[src/rtl/testpattern_mc_if.sv]
// Video output bus of the test-pattern generator: data enable, syncs, start-of-frame
// and one DATA_W-bit sample per colour channel.
interface testpattern_mc_if #(
  parameter int DATA_W = 8
);
  logic              O_de;
  logic              O_hs;
  logic              O_vs;
  logic              O_sof;
  logic [DATA_W-1:0] O_data_r;
  logic [DATA_W-1:0] O_data_g;
  logic [DATA_W-1:0] O_data_b;

  modport master (output O_de, O_hs, O_vs, O_sof, O_data_r, O_data_g, O_data_b);
  modport slave  (input  O_de, O_hs, O_vs, O_sof, O_data_r, O_data_g, O_data_b);
endinterface

[src/rtl/testpattern_mc.sv]
// Programmable raster timing plus eight test patterns, configuration shadowed per frame.
// Optional PRBS-23 pattern (mode 6) is compiled in when TPG_PRBS_EN is defined.
module testpattern_mc #(
  parameter int DATA_W    = 8,
  parameter int CNT_W     = 16,
  parameter int GRID_LOG2 = 5,
  parameter int CHK_LOG2  = 4,
  parameter int MOVE_W    = 64
) (
  input  logic              I_pxl_clk,
  input  logic              I_rst,
  input  logic [2:0]        I_mode,
  input  logic [DATA_W-1:0] I_single_r,
  input  logic [DATA_W-1:0] I_single_g,
  input  logic [DATA_W-1:0] I_single_b,
  input  logic [CNT_W-1:0]  I_h_total,
  input  logic [CNT_W-1:0]  I_h_sync,
  input  logic [CNT_W-1:0]  I_h_bporch,
  input  logic [CNT_W-1:0]  I_h_res,
  input  logic [CNT_W-1:0]  I_v_total,
  input  logic [CNT_W-1:0]  I_v_sync,
  input  logic [CNT_W-1:0]  I_v_bporch,
  input  logic [CNT_W-1:0]  I_v_res,
  input  logic              I_hs_pol,
  input  logic              I_vs_pol,
  input  logic [7:0]        I_step,
  testpattern_mc_if.master  vid
);
  typedef logic [CNT_W-1:0] cnt_t;
  typedef logic [CNT_W:0]   pos_t;
  typedef logic [CNT_W+1:0] wide_t;
  localparam logic [DATA_W-1:0] MAX = '1;

  logic [2:0]        sh_mode;
  logic [DATA_W-1:0] sh_single_r, sh_single_g, sh_single_b;
  cnt_t              sh_h_total, sh_h_sync, sh_h_bporch, sh_h_res;
  cnt_t              sh_v_total, sh_v_sync, sh_v_bporch, sh_v_res;
  logic              sh_hs_pol, sh_vs_pol;
  logic [7:0]        sh_step;

  cnt_t              h_cnt, v_cnt, h_pos, v_pos, bar_cnt, x, y, bar_w;
  logic [2:0]        bar_idx, bar_mask;
  logic              h_last, v_last, frame_end, h_act, v_act, de_raw, h_bar, v_bar;
  wide_t             h_start, v_start;
  pos_t              h_pos_sum, v_pos_sum;
  cnt_t              h_pos_nxt, v_pos_nxt;
  logic [DATA_W-1:0] pix_r, pix_g, pix_b;
  logic              s1_de, s1_hs, s1_vs, s1_sof;
  logic [DATA_W-1:0] s1_r, s1_g, s1_b;

  // Wrap compares are >= so a counter beyond a freshly shrunk total recovers in one cycle.
  assign h_last    = (wide_t'(h_cnt) + wide_t'(1)) >= wide_t'(sh_h_total);
  assign v_last    = (wide_t'(v_cnt) + wide_t'(1)) >= wide_t'(sh_v_total);
  assign frame_end = h_last && v_last;

  assign h_start = wide_t'(sh_h_sync) + wide_t'(sh_h_bporch);
  assign v_start = wide_t'(sh_v_sync) + wide_t'(sh_v_bporch);
  assign h_act   = (wide_t'(h_cnt) >= h_start) && (wide_t'(h_cnt) < h_start + wide_t'(sh_h_res));
  assign v_act   = (wide_t'(v_cnt) >= v_start) && (wide_t'(v_cnt) < v_start + wide_t'(sh_v_res));
  assign de_raw  = h_act && v_act;
  assign x       = cnt_t'(wide_t'(h_cnt) - h_start);
  assign y       = cnt_t'(wide_t'(v_cnt) - v_start);
  assign bar_w   = sh_h_res >> 3;

  assign h_bar = (wide_t'(x) >= wide_t'(h_pos)) && (wide_t'(x) < wide_t'(h_pos) + wide_t'(MOVE_W));
  assign v_bar = (wide_t'(y) >= wide_t'(v_pos)) && (wide_t'(y) < wide_t'(v_pos) + wide_t'(MOVE_W));

  assign h_pos_sum = pos_t'(h_pos) + pos_t'(sh_step);
  assign v_pos_sum = pos_t'(v_pos) + pos_t'(sh_step);
  assign h_pos_nxt = (h_pos_sum >= pos_t'(sh_h_res)) ? cnt_t'(h_pos_sum - pos_t'(sh_h_res)) : cnt_t'(h_pos_sum);
  assign v_pos_nxt = (v_pos_sum >= pos_t'(sh_v_res)) ? cnt_t'(v_pos_sum - pos_t'(sh_v_res)) : cnt_t'(v_pos_sum);

  always_ff @(posedge I_pxl_clk) begin
    if (I_rst || frame_end) begin
      sh_mode     <= I_mode;
      sh_single_r <= I_single_r;
      sh_single_g <= I_single_g;
      sh_single_b <= I_single_b;
      sh_h_total  <= I_h_total;
      sh_h_sync   <= I_h_sync;
      sh_h_bporch <= I_h_bporch;
      sh_h_res    <= I_h_res;
      sh_v_total  <= I_v_total;
      sh_v_sync   <= I_v_sync;
      sh_v_bporch <= I_v_bporch;
      sh_v_res    <= I_v_res;
      sh_hs_pol   <= I_hs_pol;
      sh_vs_pol   <= I_vs_pol;
      sh_step     <= I_step;
    end
  end

  always_ff @(posedge I_pxl_clk) begin
    if (I_rst) begin
      h_cnt <= '0;
      v_cnt <= '0;
      h_pos <= '0;
      v_pos <= '0;
    end else begin
      h_cnt <= h_last ? '0 : h_cnt + cnt_t'(1);
      if (h_last)
        v_cnt <= v_last ? '0 : v_cnt + cnt_t'(1);
      if (frame_end) begin
        h_pos <= h_pos_nxt;
        v_pos <= v_pos_nxt;
      end
    end
  end

  // Divider-free bar index: count bar_w pixels per bar; the last bar soaks up the remainder.
  always_ff @(posedge I_pxl_clk) begin
    if (I_rst || !de_raw || h_last) begin
      bar_idx <= '0;
      bar_cnt <= '0;
    end else if ((bar_cnt == bar_w - cnt_t'(1)) && (bar_idx != 3'd7)) begin
      bar_idx <= bar_idx + 3'd1;
      bar_cnt <= '0;
    end else begin
      bar_cnt <= bar_cnt + cnt_t'(1);
    end
  end

`ifdef TPG_PRBS_EN
  logic [22:0] lfsr;

  function automatic logic [DATA_W-1:0] prbs_slice(input logic [22:0] s, input int base);
    logic [DATA_W-1:0] v;
    for (int i = 0; i < DATA_W; i++)
      v[i] = s[(base + i) % 23];
    return v;
  endfunction

  // Reseeding on every shadow load makes each frame's PRBS content identical.
  always_ff @(posedge I_pxl_clk) begin
    if (I_rst || frame_end)
      lfsr <= '1;
    else if (de_raw)
      lfsr <= {lfsr[21:0], lfsr[22] ^ lfsr[17]};
  end
`endif

  always_comb begin
    pix_r    = '0;
    pix_g    = '0;
    pix_b    = '0;
    bar_mask = 3'b000;
    case (bar_idx)
      3'd0: bar_mask = 3'b111;
      3'd1: bar_mask = 3'b110;
      3'd2: bar_mask = 3'b011;
      3'd3: bar_mask = 3'b010;
      3'd4: bar_mask = 3'b101;
      3'd5: bar_mask = 3'b100;
      3'd6: bar_mask = 3'b001;
      default: bar_mask = 3'b000;
    endcase
    if (de_raw) begin
      case (sh_mode)
        3'd0: begin
          if (bar_w == '0) begin
            pix_r = MAX; pix_g = MAX; pix_b = MAX;
          end else begin
            pix_r = {DATA_W{bar_mask[2]}};
            pix_g = {DATA_W{bar_mask[1]}};
            pix_b = {DATA_W{bar_mask[0]}};
          end
        end
        3'd1: begin
          if ((x[GRID_LOG2-1:0] == '0) || (y[GRID_LOG2-1:0] == '0) ||
              (x == sh_h_res - cnt_t'(1)) || (y == sh_v_res - cnt_t'(1)))
            pix_r = MAX;
        end
        3'd2: begin
          pix_r = x[DATA_W-1:0]; pix_g = x[DATA_W-1:0]; pix_b = x[DATA_W-1:0];
        end
        3'd3: begin
          pix_r = {DATA_W{h_bar}}; pix_g = {DATA_W{h_bar}}; pix_b = {DATA_W{h_bar}};
        end
        3'd4: begin
          pix_r = {DATA_W{v_bar}}; pix_g = {DATA_W{v_bar}}; pix_b = {DATA_W{v_bar}};
        end
        3'd5: begin
          pix_r = {DATA_W{x[CHK_LOG2] ^ y[CHK_LOG2]}};
          pix_g = pix_r;
          pix_b = pix_r;
        end
        3'd6: begin
`ifdef TPG_PRBS_EN
          pix_r = prbs_slice(lfsr, 0);
          pix_g = prbs_slice(lfsr, DATA_W);
          pix_b = prbs_slice(lfsr, 2 * DATA_W);
`endif
        end
        default: begin
          pix_r = sh_single_r; pix_g = sh_single_g; pix_b = sh_single_b;
        end
      endcase
    end
  end

  // Two register stages keep every output exactly two cycles behind the counters.
  always_ff @(posedge I_pxl_clk) begin
    if (I_rst) begin
      s1_de  <= 1'b0;
      s1_hs  <= ~I_hs_pol;
      s1_vs  <= ~I_vs_pol;
      s1_sof <= 1'b0;
      s1_r   <= '0;
      s1_g   <= '0;
      s1_b   <= '0;
      vid.O_de     <= 1'b0;
      vid.O_hs     <= ~I_hs_pol;
      vid.O_vs     <= ~I_vs_pol;
      vid.O_sof    <= 1'b0;
      vid.O_data_r <= '0;
      vid.O_data_g <= '0;
      vid.O_data_b <= '0;
    end else begin
      s1_de  <= de_raw;
      s1_hs  <= ~((h_cnt < sh_h_sync) ^ sh_hs_pol);
      s1_vs  <= ~((v_cnt < sh_v_sync) ^ sh_vs_pol);
      s1_sof <= de_raw && (x == '0) && (y == '0);
      s1_r   <= pix_r;
      s1_g   <= pix_g;
      s1_b   <= pix_b;
      vid.O_de     <= s1_de;
      vid.O_hs     <= s1_hs;
      vid.O_vs     <= s1_vs;
      vid.O_sof    <= s1_sof;
      vid.O_data_r <= s1_r;
      vid.O_data_g <= s1_g;
      vid.O_data_b <= s1_b;
    end
  end
endmodule
[src/flat_wrapper.sv]
// flat-port wrapper written by rule: the top's interface ports become plain ports
module testpattern_mc_flat 
#(
  parameter int DATA_W    = 8,
  parameter int CNT_W     = 16,
  parameter int GRID_LOG2 = 5,
  parameter int CHK_LOG2  = 4,
  parameter int MOVE_W    = 64
)
  (I_pxl_clk, I_rst, I_mode, I_single_r, I_single_g, I_single_b, I_h_total, I_h_sync, I_h_bporch, I_h_res, I_v_total, I_v_sync, I_v_bporch, I_v_res, I_hs_pol, I_vs_pol, I_step, vid_O_de, vid_O_hs, vid_O_vs, vid_O_sof, vid_O_data_r, vid_O_data_g, vid_O_data_b);
  testpattern_mc_if #(.DATA_W(DATA_W)) vid_i ();
  input  logic I_pxl_clk;
  input  logic I_rst;
  input  logic [2:0] I_mode;
  input  logic [DATA_W-1:0] I_single_r;
  input  logic [DATA_W-1:0] I_single_g;
  input  logic [DATA_W-1:0] I_single_b;
  input  logic [CNT_W-1:0] I_h_total;
  input  logic [CNT_W-1:0] I_h_sync;
  input  logic [CNT_W-1:0] I_h_bporch;
  input  logic [CNT_W-1:0] I_h_res;
  input  logic [CNT_W-1:0] I_v_total;
  input  logic [CNT_W-1:0] I_v_sync;
  input  logic [CNT_W-1:0] I_v_bporch;
  input  logic [CNT_W-1:0] I_v_res;
  input  logic I_hs_pol;
  input  logic I_vs_pol;
  input  logic [7:0] I_step;
  output wire logic [$bits(vid_i.O_de)-1:0] vid_O_de;
  output wire logic [$bits(vid_i.O_hs)-1:0] vid_O_hs;
  output wire logic [$bits(vid_i.O_vs)-1:0] vid_O_vs;
  output wire logic [$bits(vid_i.O_sof)-1:0] vid_O_sof;
  output wire logic [$bits(vid_i.O_data_r)-1:0] vid_O_data_r;
  output wire logic [$bits(vid_i.O_data_g)-1:0] vid_O_data_g;
  output wire logic [$bits(vid_i.O_data_b)-1:0] vid_O_data_b;
  assign vid_O_de = vid_i.O_de;
  assign vid_O_hs = vid_i.O_hs;
  assign vid_O_vs = vid_i.O_vs;
  assign vid_O_sof = vid_i.O_sof;
  assign vid_O_data_r = vid_i.O_data_r;
  assign vid_O_data_g = vid_i.O_data_g;
  assign vid_O_data_b = vid_i.O_data_b;
  testpattern_mc #(.DATA_W(DATA_W), .CNT_W(CNT_W), .GRID_LOG2(GRID_LOG2), .CHK_LOG2(CHK_LOG2), .MOVE_W(MOVE_W)) u_core (.I_pxl_clk(I_pxl_clk), .I_rst(I_rst), .I_mode(I_mode), .I_single_r(I_single_r), .I_single_g(I_single_g), .I_single_b(I_single_b), .I_h_total(I_h_total), .I_h_sync(I_h_sync), .I_h_bporch(I_h_bporch), .I_h_res(I_h_res), .I_v_total(I_v_total), .I_v_sync(I_v_sync), .I_v_bporch(I_v_bporch), .I_v_res(I_v_res), .I_hs_pol(I_hs_pol), .I_vs_pol(I_vs_pol), .I_step(I_step), .vid(vid_i));
endmodule
[config.mk]
export PLATFORM = sky130hd
export DESIGN_NAME = testpattern_mc_flat
export DESIGN_NICKNAME = d
export VERILOG_FILES = /design/src/rtl/testpattern_mc_if.sv /design/src/rtl/testpattern_mc.sv /design/src/flat_wrapper.sv
export SDC_FILE = /design/constraint.sdc
export NUM_CORES = 1
export LEC_CHECK = 0
export BUFFER_PORTS_ARGS = -buffer_cell sky130_fd_sc_hd__buf_2
export CAP_MARGIN = 10
export CORE_MARGIN = 3
export CORE_UTILIZATION = 40
export CTS_BUF_LIST = sky130_fd_sc_hd__clkbuf_4 sky130_fd_sc_hd__clkbuf_8
export DETAILED_ROUTE_END_ITERATION = 10
export HOLD_SLACK_MARGIN = 0.06
export PLACE_DENSITY_LB_ADDON = 0.08
export SLEW_MARGIN = 20
export SYNTH_ARGS = -nofsm -noshare
export SYNTH_HDL_FRONTEND = slang
export SYNTH_SLANG_ARGS = --single-unit
[constraint.sdc]
create_clock -name I_pxl_clk -period 10.6 [get_ports I_pxl_clk]
set_input_delay 0 -clock I_pxl_clk [delete_from_list [all_inputs] [get_ports I_pxl_clk]]
set_output_delay 0 -clock I_pxl_clk [all_outputs]
set_load 0.005 [all_outputs]
Word level (Yosys, flattened, before mapping)
Index checks and enable logic that the tools add are counted.
Operators by class
  add/subtract/negate cells: 21
  multiply operators: 0
  divide/modulo/power cells: 0
  $lt $le $gt $ge: 14
  equal/unequal tests: 16
  shifts and indexed selects: 0
  muxes and demuxes: 15
  bitwise operators: 8
  reduce and logical (&&, ||, !) cells: 27
Operators with widths (number)
  $pmux W8 S6: 2
  $lt A16 B18 Y1: 4
  $sub A16 B16 Y16: 4
  $pmux W8 S7: 1
  $add A16 B1 Y16 const B: 3
  $eq A16 B16 Y1: 3
  $logic_not A16 Y1: 3
  $mux W16: 3
  $add A17 B16 Y18: 2
  $ge A18 B16 Y1: 2
  $add A16 B1 Y17 const B: 2
  $add A16 B16 Y17: 2
  $add A16 B7 Y17 const B: 2
  $add A16 B8 Y17: 2
  $ge A16 B17 Y1: 2
  $ge A17 B16 Y1: 2
  $ge A16 B16 Y1: 2
  $lt A16 B16 Y1: 2
  $mux W8: 4
  $sub A16 B1 Y16 const B: 2
  $pmux W3 S7: 1
  $eq A3 B3 Y1 const B: 6
  $sub A13 B1 Y14 const B: 1
  $eq A3 B2 Y1 const B: 4
  12 further kinds: 40
Storage, ports and cells
  flip-flop bits (word level): 304
  bits in latches: 0
  RAM bits: 0
  bits in read-only memories: 0
  input port bits: 167
  output and inout bits: 28
  word-level logic and storage cells: 136
  memories kept: 0

Longest topological paths before layout
Gate-level depths: netlist (run 1).
  word-level depth: 9
  depth in mapped cells: 29
  gate-level depth less buffers: 28

Least setup slack after synthesis (run 1)
No wires, ideal clock.
  kind: reg2reg
  from: register u_core.v_cnt[2]
  to: register u_core.sh_h_bporch[0] (enable)
  arrival: 6.124 ns
  data required time: 10.083 ns
  setup slack: 3.959 ns
  stages on the path, launching flop included: 17
  path buffers: 3
  clock period less this slack: 6.641 ns
  cell sequence: dfxtp_1 > and3_1 > and3_1 > and3_1 > clkbuf_1 > and3_1 > clkbuf_1 > nand3_1 > xnor2_1 > ha_1 > nand2_1 > nor2_1 > a211o_1 > nor2b_1 > clkbuf_1 > nor2_1 > inv_1
On the way
  cells in the longest elaborated chain, start to end: 4
Ends and longest elaborated chain
  from (decl): line testpattern_mc.sv:41  | cnt_t h_cnt, v_cnt, h_pos, v_pos, bar_cnt, x, y, bar_w;
  from (signal assigned): line testpattern_mc.sv:102  | v_cnt <= v_last ? '0 : v_cnt + cnt_t'(1);
  $add A16 B1 Y17: line testpattern_mc.sv:53  | assign v_last = (wide_t'(v_cnt) + wide_t'(1)) >= wide_t'(sh_v_total);
  $ge A18 B16 Y1: line testpattern_mc.sv:53
  $logic_and A1 B1 Y1: line testpattern_mc.sv:54  | assign frame_end = h_last && v_last;
  $logic_or A1 B1 Y1: line testpattern_mc.sv:74  | if (I_rst || frame_end) begin
  to (signal assigned): line testpattern_mc.sv:81  | sh_h_bporch <= I_h_bporch;
  to (decl): line testpattern_mc.sv:36  | cnt_t sh_h_total, sh_h_sync, sh_h_bporch, sh_h_res;
Every way passes these cells.
A chain may end at the register's enable or synchronous reset.

Final worst setup path (run 1)
  from: register u_core.sh_v_sync[0]
  to: register u_core.s1_b[3]
On the way
  cells in the longest elaborated chain, start to end: 7
  elaborated cells on any way between the ends: 14
Ends and longest elaborated chain
  from (decl): line testpattern_mc.sv:37  | cnt_t sh_v_total, sh_v_sync, sh_v_bporch, sh_v_res;
  from (signal assigned): line testpattern_mc.sv:84  | sh_v_sync <= I_v_sync;
  $add A16 B16 Y17 *: line testpattern_mc.sv:57  | assign v_start = wide_t'(sh_v_sync) + wide_t'(sh_v_bporch);
  $add A17 B16 Y18: line testpattern_mc.sv:59  | assign v_act = (wide_t'(v_cnt) >= v_start) && (wide_t'(v_cnt) < v_start + wide_t'(sh_v_res));
  $lt A16 B18 Y1: line testpattern_mc.sv:59
  $logic_and A1 B1 Y1: line testpattern_mc.sv:59
  $logic_and A1 B1 Y1: line testpattern_mc.sv:60  | assign de_raw = h_act && v_act;
  $not A1 Y1 (no line)
  $reduce_or A2 Y1 (no line)
  to (signal assigned): line testpattern_mc.sv:225  | s1_b <= pix_b;
  to (decl): line testpattern_mc.sv:49  | logic [DATA_W-1:0] s1_r, s1_g, s1_b;
Mark *: on every way between the ends. The rest lies on a longest branch, timed or not.

==> results of run 1 <==
==> repair_timing <==
| item | 4_1_cts | 5_1_grt |
|---|---|---|
| hold endpoints to repair | 200 | 0 |
| hold buffers | 326 | 0 |
| setup buffers | 0 | 0 |
| gates resized for setup | 0 | 0 |
==> worst paths after layout <==
check	to	slack (ns)	cells after the start
hold / removal	u_core.sh_v_sync[13]	0.10	2
hold reg to reg	u_core.vid.O_hs	0.44	2
setup reg to reg	u_core.s1_b[3]	4.02	28
setup / recovery	u_core.s1_b[3]	4.02	28
==> critical path: cells and delay by family (launching register included) <==
family | cells | cell delay [ns]
and+or+nand+nor | 9 | 1.79
buffers and inverters | 2 | 0.15
xor gates and xnor gates | 1 | 0.28
adders and majority gates | 4 | 1.01
DFF | 1 | 0.40
AOI/OAI and AO/OA | 12 | 2.89
==> logic make-up after synthesis <==
kind of cell	after synthesis	synth area share
simple gates	673	0.154
compound gates	562	0.163
fa+ha+maj	314	0.177
flops	304	0.343
buf+inv	276	0.0463
xor+xnor	263	0.109
mux	19	0.00853
==> routing by layer <==
metal / vias up / wire length, µm
met5: - / 0
met4: 0 / 3130
met3: 150 / 2810
met2: 456 / 34600
met1: 9349 / 29200
li1: 9825 / -
==> area by class of cell <==
type / instances / area, µm² / share of cell area
repair buffers: 533 / 4330 / 0.150
well taps: 748 / 936 / 0.0324
multi-input cells: 1831 / 13800 / 0.479
clock buffers: 72 / 928 / 0.0322
flip-flops and latches: 304 / 7740 / 0.268
inverters: 230 / 868 / 0.0301
clock inverters: 31 / 255 / 0.00884
==> synthesized netlist by cell type, types with 11 or more instances <==
cell type  count
a21oi_1      153
nor4_1        19
nand3_1       83
xor2_1        84
a31oi_1       23
o22ai_1       16
and3_1        27
xnor3_1       11
nor3_1        76
o31ai_1       11
nor2_1       158
a211oi_1      32
o211ai_1      20
ha_1         304
dfxtp_1      139
and2_1        28
nand2_1      107
mux2i_1       17
inv_1        229
nand2b_1      24
clkbuf_1      38
a21o_1        83
o21bai_1      20
o21ai_0       98
nand3b_1      11
xnor2_1      168
nor2b_1       49
nand4_1       34
o21a_1        25
edfxtp_1     165
==> power groups by stage <==
stage	logic, mW	registers (mW)	clock network (mW)
2_1_floorplan	1.07	1.36	0
3_3_place_gp	1.42	1.38	0
5_1_grt	1.73	1.36	1.29
6_report	1.55	1.36	1.20
4_1_cts	1.55	1.36	1.24
3_5_place_dp	1.44	1.38	0
==> metrics by stage <==
| step | util | hold WS, ns | worst slack (ns) | cell area [µm²] | total power, mW |
|---|---|---|---|---|---|
| detailed placement | 0.440 | 0.178 | 3.98 | 24400 | 2.82 |
| global route | 0.520 | 0.0839 | 3.36 | 28900 | 4.38 |
| global placement | 0.440 | 0.177 | 4.10 | 24400 | 2.80 |
| finish | 0.520 | 0.104 | 4.02 | 28900 | 4.10 |
| CTS | 0.520 | 0.0609 | 3.97 | 28900 | 4.14 |
| floorplan | - | 0.0989 | 3.96 | 22600 | 2.42 |
==> out/metrics.cfg, run 1 <==
[pwr]
internal-power_mw=2.66
pwr-share-clk=0.292
power_leakage_nw=12.8
vdd_drop_max_v=0.000104
combPwrFrac=0.377
p_sw_mw=1.45
p_per_area_mw_per_mm2=142
p_seq_frac=0.330
p_sw_frac=0.352

[cts]
clockRootBuffer=clkbuf_8
htree_num_levels=2
cts_buffers=55
cts_buffer_depth=3
worstSkewPairLatency_ns=0.68
cts_tree=done
path_clk_slew_ns=0.06
cts.sinks=304

[route]
drt.antenna.violating_nets=0
avgRoutedWirePerCell_um=18.6
drtPass1Iterations=5
vias=19800
drc_errors=0
via_per_inst=5.28
wl_mm=69.7
drt_iter0_markers=885

[flow_run]
max-cap-violations=0

[placed_design]
post-dp-hpwl_mm=51.8
port_buffers=194
gp_congestion=0.874
dp.cells=3320

[synth]
synth_edf_count=165
yosysWarnings=0
syn_area_mm2=0.0226
synth_seq_cells=304
synth_top_area_share=0.219
synth_cell_types=85
syn_nets=2892
yosys-top-cells-area=edfxtp_1 (22%), ha_1 (17%), dfxtp_1 (12%)
yosysTopAreaCell=edfxtp_1
ys.flop_type=edfxtp_1
synthCells=2411
seq_area_frac_synth=0.343
async_flop_share=0
syn_area_per_cell_um2=9.37

[layout]
nNetsFinal=3436
area_growth_pct=27.8
diodes=0
layout_common_cells=dlygate4sd3_1 (326), ha_1 (304), inv_1 (228)
final_common_cell=dlygate4sd3_1
fillerInstances=5156
stdcell_count=3749
drive_above_1_share=0.112

[die]
dieArea_mm2=0.0594
die_w_um=244
pin_count=195
initial_core_util=0.407
core.rowCount=86
die_y_um=244
core_mm2=0.0555

[setup_path]
end_kind=flip-flop
timing.rr.start=u_core.sh_v_sync[0]
crit_type=reg2reg
required_ns=11.18
critPathMaxStageDelay_ns=0.66
cp.arrival_ns=7.17
start_kind=flip-flop
critPathSlowestCell=or4b_2
startpoint=u_core.sh_v_sync[0]
cp_max_fo=8
cpMostUsedCell=ha_1

[sta]
hold_violations=0
max_slew.worst_pin.slew_ns=1.05
timing.final.max_slew_violations=0
period_needed_ns=6.58
finClkSkew_ns=0.0475
relSlewSlack=0.301
tns_ns=0
finalCritPeriodShare=0.621
setup_viol=0
fmax_ghz=0.152
rsz0062_at_grt=false

[global_routing]
grt_pass1_vias=20200
grt.busiest_layer=met2
gr-usage-met2=0.420
overflow=0
use_met3=0.0339
grt_pass1_wl_mm=109
antenna_found_initial=0
grt_start_max_net_pins=100
track_usage=0.231
met1_usage=0.270

[status]
outcome=complete, no violations

[worst_hold_path]
hp-class=in2reg
min_from=I_v_sync[13]

Note: power is estimated with default switching activity, not from simulation.
==> run 2, diff against run 1 <==
- ABC_AREA: unset -> 1
- clock period: 10.6 -> 5.8 ns (I/O delays scaled with it)
==> out/metrics.cfg, run 2 <==
[route]
via_per_inst=4.98
drc_errors=0
drt.antenna.violating_nets=0
drtPass1Iterations=6
vias=22900
avgRoutedWirePerCell_um=16.8
drt_iter0_markers=1363
wl_mm=77.4

[sta]
period_needed_ns=5.36
finClkSkew_ns=0.0233
finalCritPeriodShare=0.925
hold_violations=0
relSlewSlack=0.337
timing.hold.ws_ns=0.131
fmax_ghz=0.186
tns_ns=0
max_slew.worst_pin.slew_ns=0.993
setup_viol=0
rsz0062_at_grt=false
timing.final.max_slew_violations=0

[cts]
cts_buffer_depth=3
worstSkewPairLatency_ns=0.67
path_clk_slew_ns=0.06
clockRootBuffer=clkbuf_8
cts.sinks=304
cts_tree=done
htree_num_levels=2
cts_buffers=55

[global_routing]
grt_pass1_vias=23100
grt_start_max_net_pins=79
grt_pass1_wl_mm=122
antenna_found_initial=3
overflow=0
track_usage=0.241

[synth]
synth_compound_area_frac=0.104
synthCells=3219
synth_seq_cells=304
synth-simple-area-share=0.244
ys.flop_type=edfxtp_1
synth_top_family_by_area=simple AND/OR/NAND/NOR gates
synthAdderAreaFrac=0.164
syn_area_per_cell_um2=7.59
synth_cell_types=61
yosysWarnings=0
syn_nets=3700
syn_area_mm2=0.0244
async_flop_share=0
synth-xor-area-share=0.0760
seq_area_frac_synth=0.317
yosys-top-cells-area=edfxtp_1 (20%), ha_1 (16%), dfxtp_1 (11%)
yosysTopAreaCell=edfxtp_1
synth_edf_count=165
synth_common_cells=nand2_1 (711), inv_1 (559), ha_1 (304), nor2_1 (250), a21oi_1 (200)
synth_most_common_cell=nand2_1
synth.mux.area_fraction=0
synth_top_area_share=0.203

[setup_path]
cp_max_fo=6
crit_type=reg2reg
cp.arrival_ns=5.95
critPathMaxStageDelay_ns=0.40
crit_family=simple AND/OR/NAND/NOR gates
cpMostUsedCell=nand2_1
start_kind=flip-flop
end_kind=flip-flop
path_buf_inv=2
required_ns=6.38
critPathSlowestCell=edfxtp_1

[pwr]
p_seq_frac=0.354
p_sw_frac=0.336
power_leakage_nw=15.0
vdd_drop_max_v=0.000185
internal-power_mw=4.52
combPwrFrac=0.310
p_per_area_mw_per_mm2=220
pwr-share-clk=0.336
p_sw_mw=2.29

[layout]
stdcell_count=4599
layout_common_cells=nand2_1 (711), inv_1 (559), dlygate4sd3_1 (330)
fillerInstances=5691
multi_input_area_mm2=0.0144
final_area_mm2=0.0309
final_common_cell=nand2_1
area_growth_pct=26.4
utilization=0.517
ff_latch_area_mm2=0.00774
nNetsFinal=4260
drive_above_1_share=0.107

[die]
dieArea_mm2=0.0641
core_mm2=0.0597
die_y_um=253
initial_core_util=0.409
pin_count=195
die_w_um=253
core.rowCount=89

[placed_design]
place_area_mm2=0.0263
post-dp-hpwl_mm=60.4
gp_congestion=0.889
dp.cells=4165
port_buffers=194

[flow_run]
max-cap-violations=0

[worst_hold_path]
hp-class=in2reg

[status]
outcome=complete, no violations

run 2: metal layers:
metal	global-route usage	vias to the layer above	share of wire
met5	0	-	0.00035
met4	0.0728	4	0.029
met3	0.0274	130	0.044
met2	0.422	480	0.48
met1	0.312	10600	0.45
li1	-	11700	-
run 2: worst paths after layout:
check,start,end,slack (ns),depth (start not counted)
max,u_core.sh_v_sync[2],u_core.s1_r[1],0.44,29
min,I_v_bporch[15],u_core.sh_v_bporch[15],0.13,2
min reg2reg,u_core.s1_b[7],u_core.vid.O_data_b[7],0.40,2
max reg2reg,u_core.sh_v_sync[2],u_core.s1_r[1],0.44,29
run 2: logic make-up (layout without fill, tap and decap cells):
logic type                 count (synthesis)  count (layout)
adders and majority gates                314             314
other                                      0               1
xor gates and xnor gates                 212             212
DFF                                      304             304
and+or+nand+nor                         1361            1361
AOI/OAI and AO/OA                        427             427
buffers and inverters                    601            1207
run 2: power groups by stage:
stage               logic [mW]  registers [mW]  clock network [mW]
floorplan                 1.35            2.43                   0
global placement          1.89            2.46                   0
detailed placement        1.92            2.46                   0
CTS                       2.10            2.41                2.36
global route              2.38            2.42                2.46
finish                    2.11            2.41                2.28
run 2: worst register-to-register path: cells and delay by family, from the launching register on:
kind,cells,cell delay (ns)
buffers and inverters,2,0.11
DFF,1,0.40
adders and majority gates,3,1.00
and+or+nand+nor,17,2.21
AOI/OAI and AO/OA,6,1.32
xor gates and xnor gates,1,0.23
run 2: layout make-up:
cell class	instances	area share
Multi-Input combinational cell	2314	0.466
Sequential cell	304	0.251
Timing Repair Buffer	539	0.143
Inverter	565	0.0687
Clock buffer	81	0.0331
Tap cell	773	0.0313
Clock inverter	22	0.00721
Antenna cell	1	0.0000810
run 2: metrics by stage:
step	total power, mW	setup WS, ns
final	6.81	0.438
after global routing	7.26	0.00151
after CTS	6.88	0.0662
after detailed placement	4.38	0.122
after global placement	4.35	0.256
after floorplan	3.78	1.35
run 2: what timing repair did:
action / 4_1_cts / 5_1_grt
endpoints found under the setup margin: 0 / 22
resized for setup: 0 / 5
hold endpoints to repair: 206 / 0
buffers inserted: 0 / 0
hold buffers: 330 / 0
==> run 3, diff against run 2 <==
- REMOVE_ABC_BUFFERS: unset -> 1
- SLEW_MARGIN: 20 -> unset
==> out/metrics.cfg, run 3 (synthesized netlist as in run 2, its figures left out) <==
[worst_hold_path]
hp-class=in2reg

[global_routing]
met1_usage=0.304
grt_start_max_net_pins=69
grt_pass1_vias=23200
grt.busiest_layer=met2
antenna_found_initial=1
track_usage=0.242
gr-usage-met2=0.436
overflow=0
use_met3=0.0247
grt_pass1_wl_mm=122

[cts]
clockRootBuffer=clkbuf_8
cts_buffers=55
cts.sinks=304
worstSkewPairLatency_ns=0.67
cts_tree=done
path_clk_slew_ns=0.06
cts_buffer_depth=3
htree_num_levels=2

[route]
wl_mm=77.5
via_per_inst=4.97
vias=22900
drt_iter0_markers=1146
drtPass1Iterations=5
drt.antenna.violating_nets=0
avgRoutedWirePerCell_um=16.8
drc_errors=0

[layout]
nNetsFinal=4262
utilization=0.518
final_area_mm2=0.0309
stdcell_count=4602
area_growth_pct=26.6
final_common_cell=nand2_1
drive_above_1_share=0.109
fillerInstances=5674
layout_common_cells=nand2_1 (711), inv_1 (559), dlygate4sd3_1 (328)

[setup_path]
crit_type=reg2reg
critPathSlowestCell=fa_1
cpMostUsedCell=nand3_1
critPathMaxStageDelay_ns=0.40
cp_max_fo=6
start_kind=flip-flop
cp.arrival_ns=5.87
required_ns=6.37
end_kind=flip-flop

[pwr]
power_mw=6.88
p_per_area_mw_per_mm2=222
vdd_drop_max_v=0.000210
power_leakage_nw=15.0

[sta]
max_slew.worst_pin.slew_ns=0.997
finClkSkew_ns=0.0411
hold_violations=0
finalWorstSetupSlack_ns=0.493
setup_viol=0
timing.hold.ws_ns=0.125
fmax_ghz=0.188
relSlewSlack=0.335
timing.final.max_slew_violations=0
period_needed_ns=5.31
finalCritPeriodShare=0.915
tns_ns=0

[placed_design]
post-dp-hpwl_mm=60.7
place_area_mm2=0.0263
dp.cells=4168
pre_cts_ws_ns=0.251
port_buffers=194
gp_congestion=0.924

[die]
die_w_um=253
initial_core_util=0.409
pin_count=195
core.rowCount=89
die_y_um=253
dieArea_mm2=0.0641
core_mm2=0.0597

[status]
outcome=complete, no violations

[flow_run]
max-cap-violations=0

run 3: cell types whose count changed in the layout (fill, tap and decap cells not counted), sizes merged:
cell | before | now
buf | 209 | 213
bufinv | 4 | 5
clkinv | 16 | 13
clkinvlp | 0 | 3
dlygate4sd3 | 330 | 328
run 3: worst max-delay path, delay by kind of cell (launching register included):
kind                       cells  cell delay, ns
AOI/OAI and AO/OA              7            1.44
xor gates and xnor gates       1            0.24
adders and majority gates      4            1.23
buffers and inverters          4            0.35
DFF                            1            0.34
and+or+nand+nor               13            1.62
run 3: what timing repair did:
| item | CTS | global route |
|---|---|---|
| gates resized for setup | 0 | 3 |
| endpoints found under the setup margin | 0 | 21 |
| buffers inserted | 0 | 1 |
| hold endpoints to repair | 221 | 0 |
| hold buffers | 328 | 0 |
run 3: power by group:
part / total [mW] / internal, mW / switching (mW)
registers: 2.41 / 2.35 / 0.0607
clock network: 2.35 / 1.37 / 0.987
logic: 2.11 / 0.857 / 1.26
total: 6.88 / 4.57 / 2.31
run 3: per-layer routing:
layer | up-vias | part of all wire
met1 | 10600 | 0.45
met5 | - | 0
met3 | 126 | 0.035
met2 | 469 | 0.49
met4 | 0 | 0.031
li1 | 11700 | -
run 3: worst paths after layout:
check | startpoint | end | slack, ns | depth (start not counted)
max reg2reg | u_core.sh_h_sync[0] | u_core.s1_r[1] | 0.49 | 29
min | I_hs_pol | u_core.sh_hs_pol | 0.13 | 2
max | u_core.sh_h_sync[0] | u_core.s1_r[1] | 0.49 | 29
min reg2reg | u_core.s1_b[6] | u_core.vid.O_data_b[6] | 0.40 | 2
run 3: layout make-up:
cell class	count	area (µm²)	share of cell area
inverters	565	2120	0.0687
clock inverters	23	269	0.00870
well taps	773	967	0.0313
clock buffers	81	1020	0.0330
multi-input cells	2314	14400	0.465
flip-flops and latches	304	7740	0.250
repair buffers	541	4420	0.143
diodes	1	2.50	0.0000809
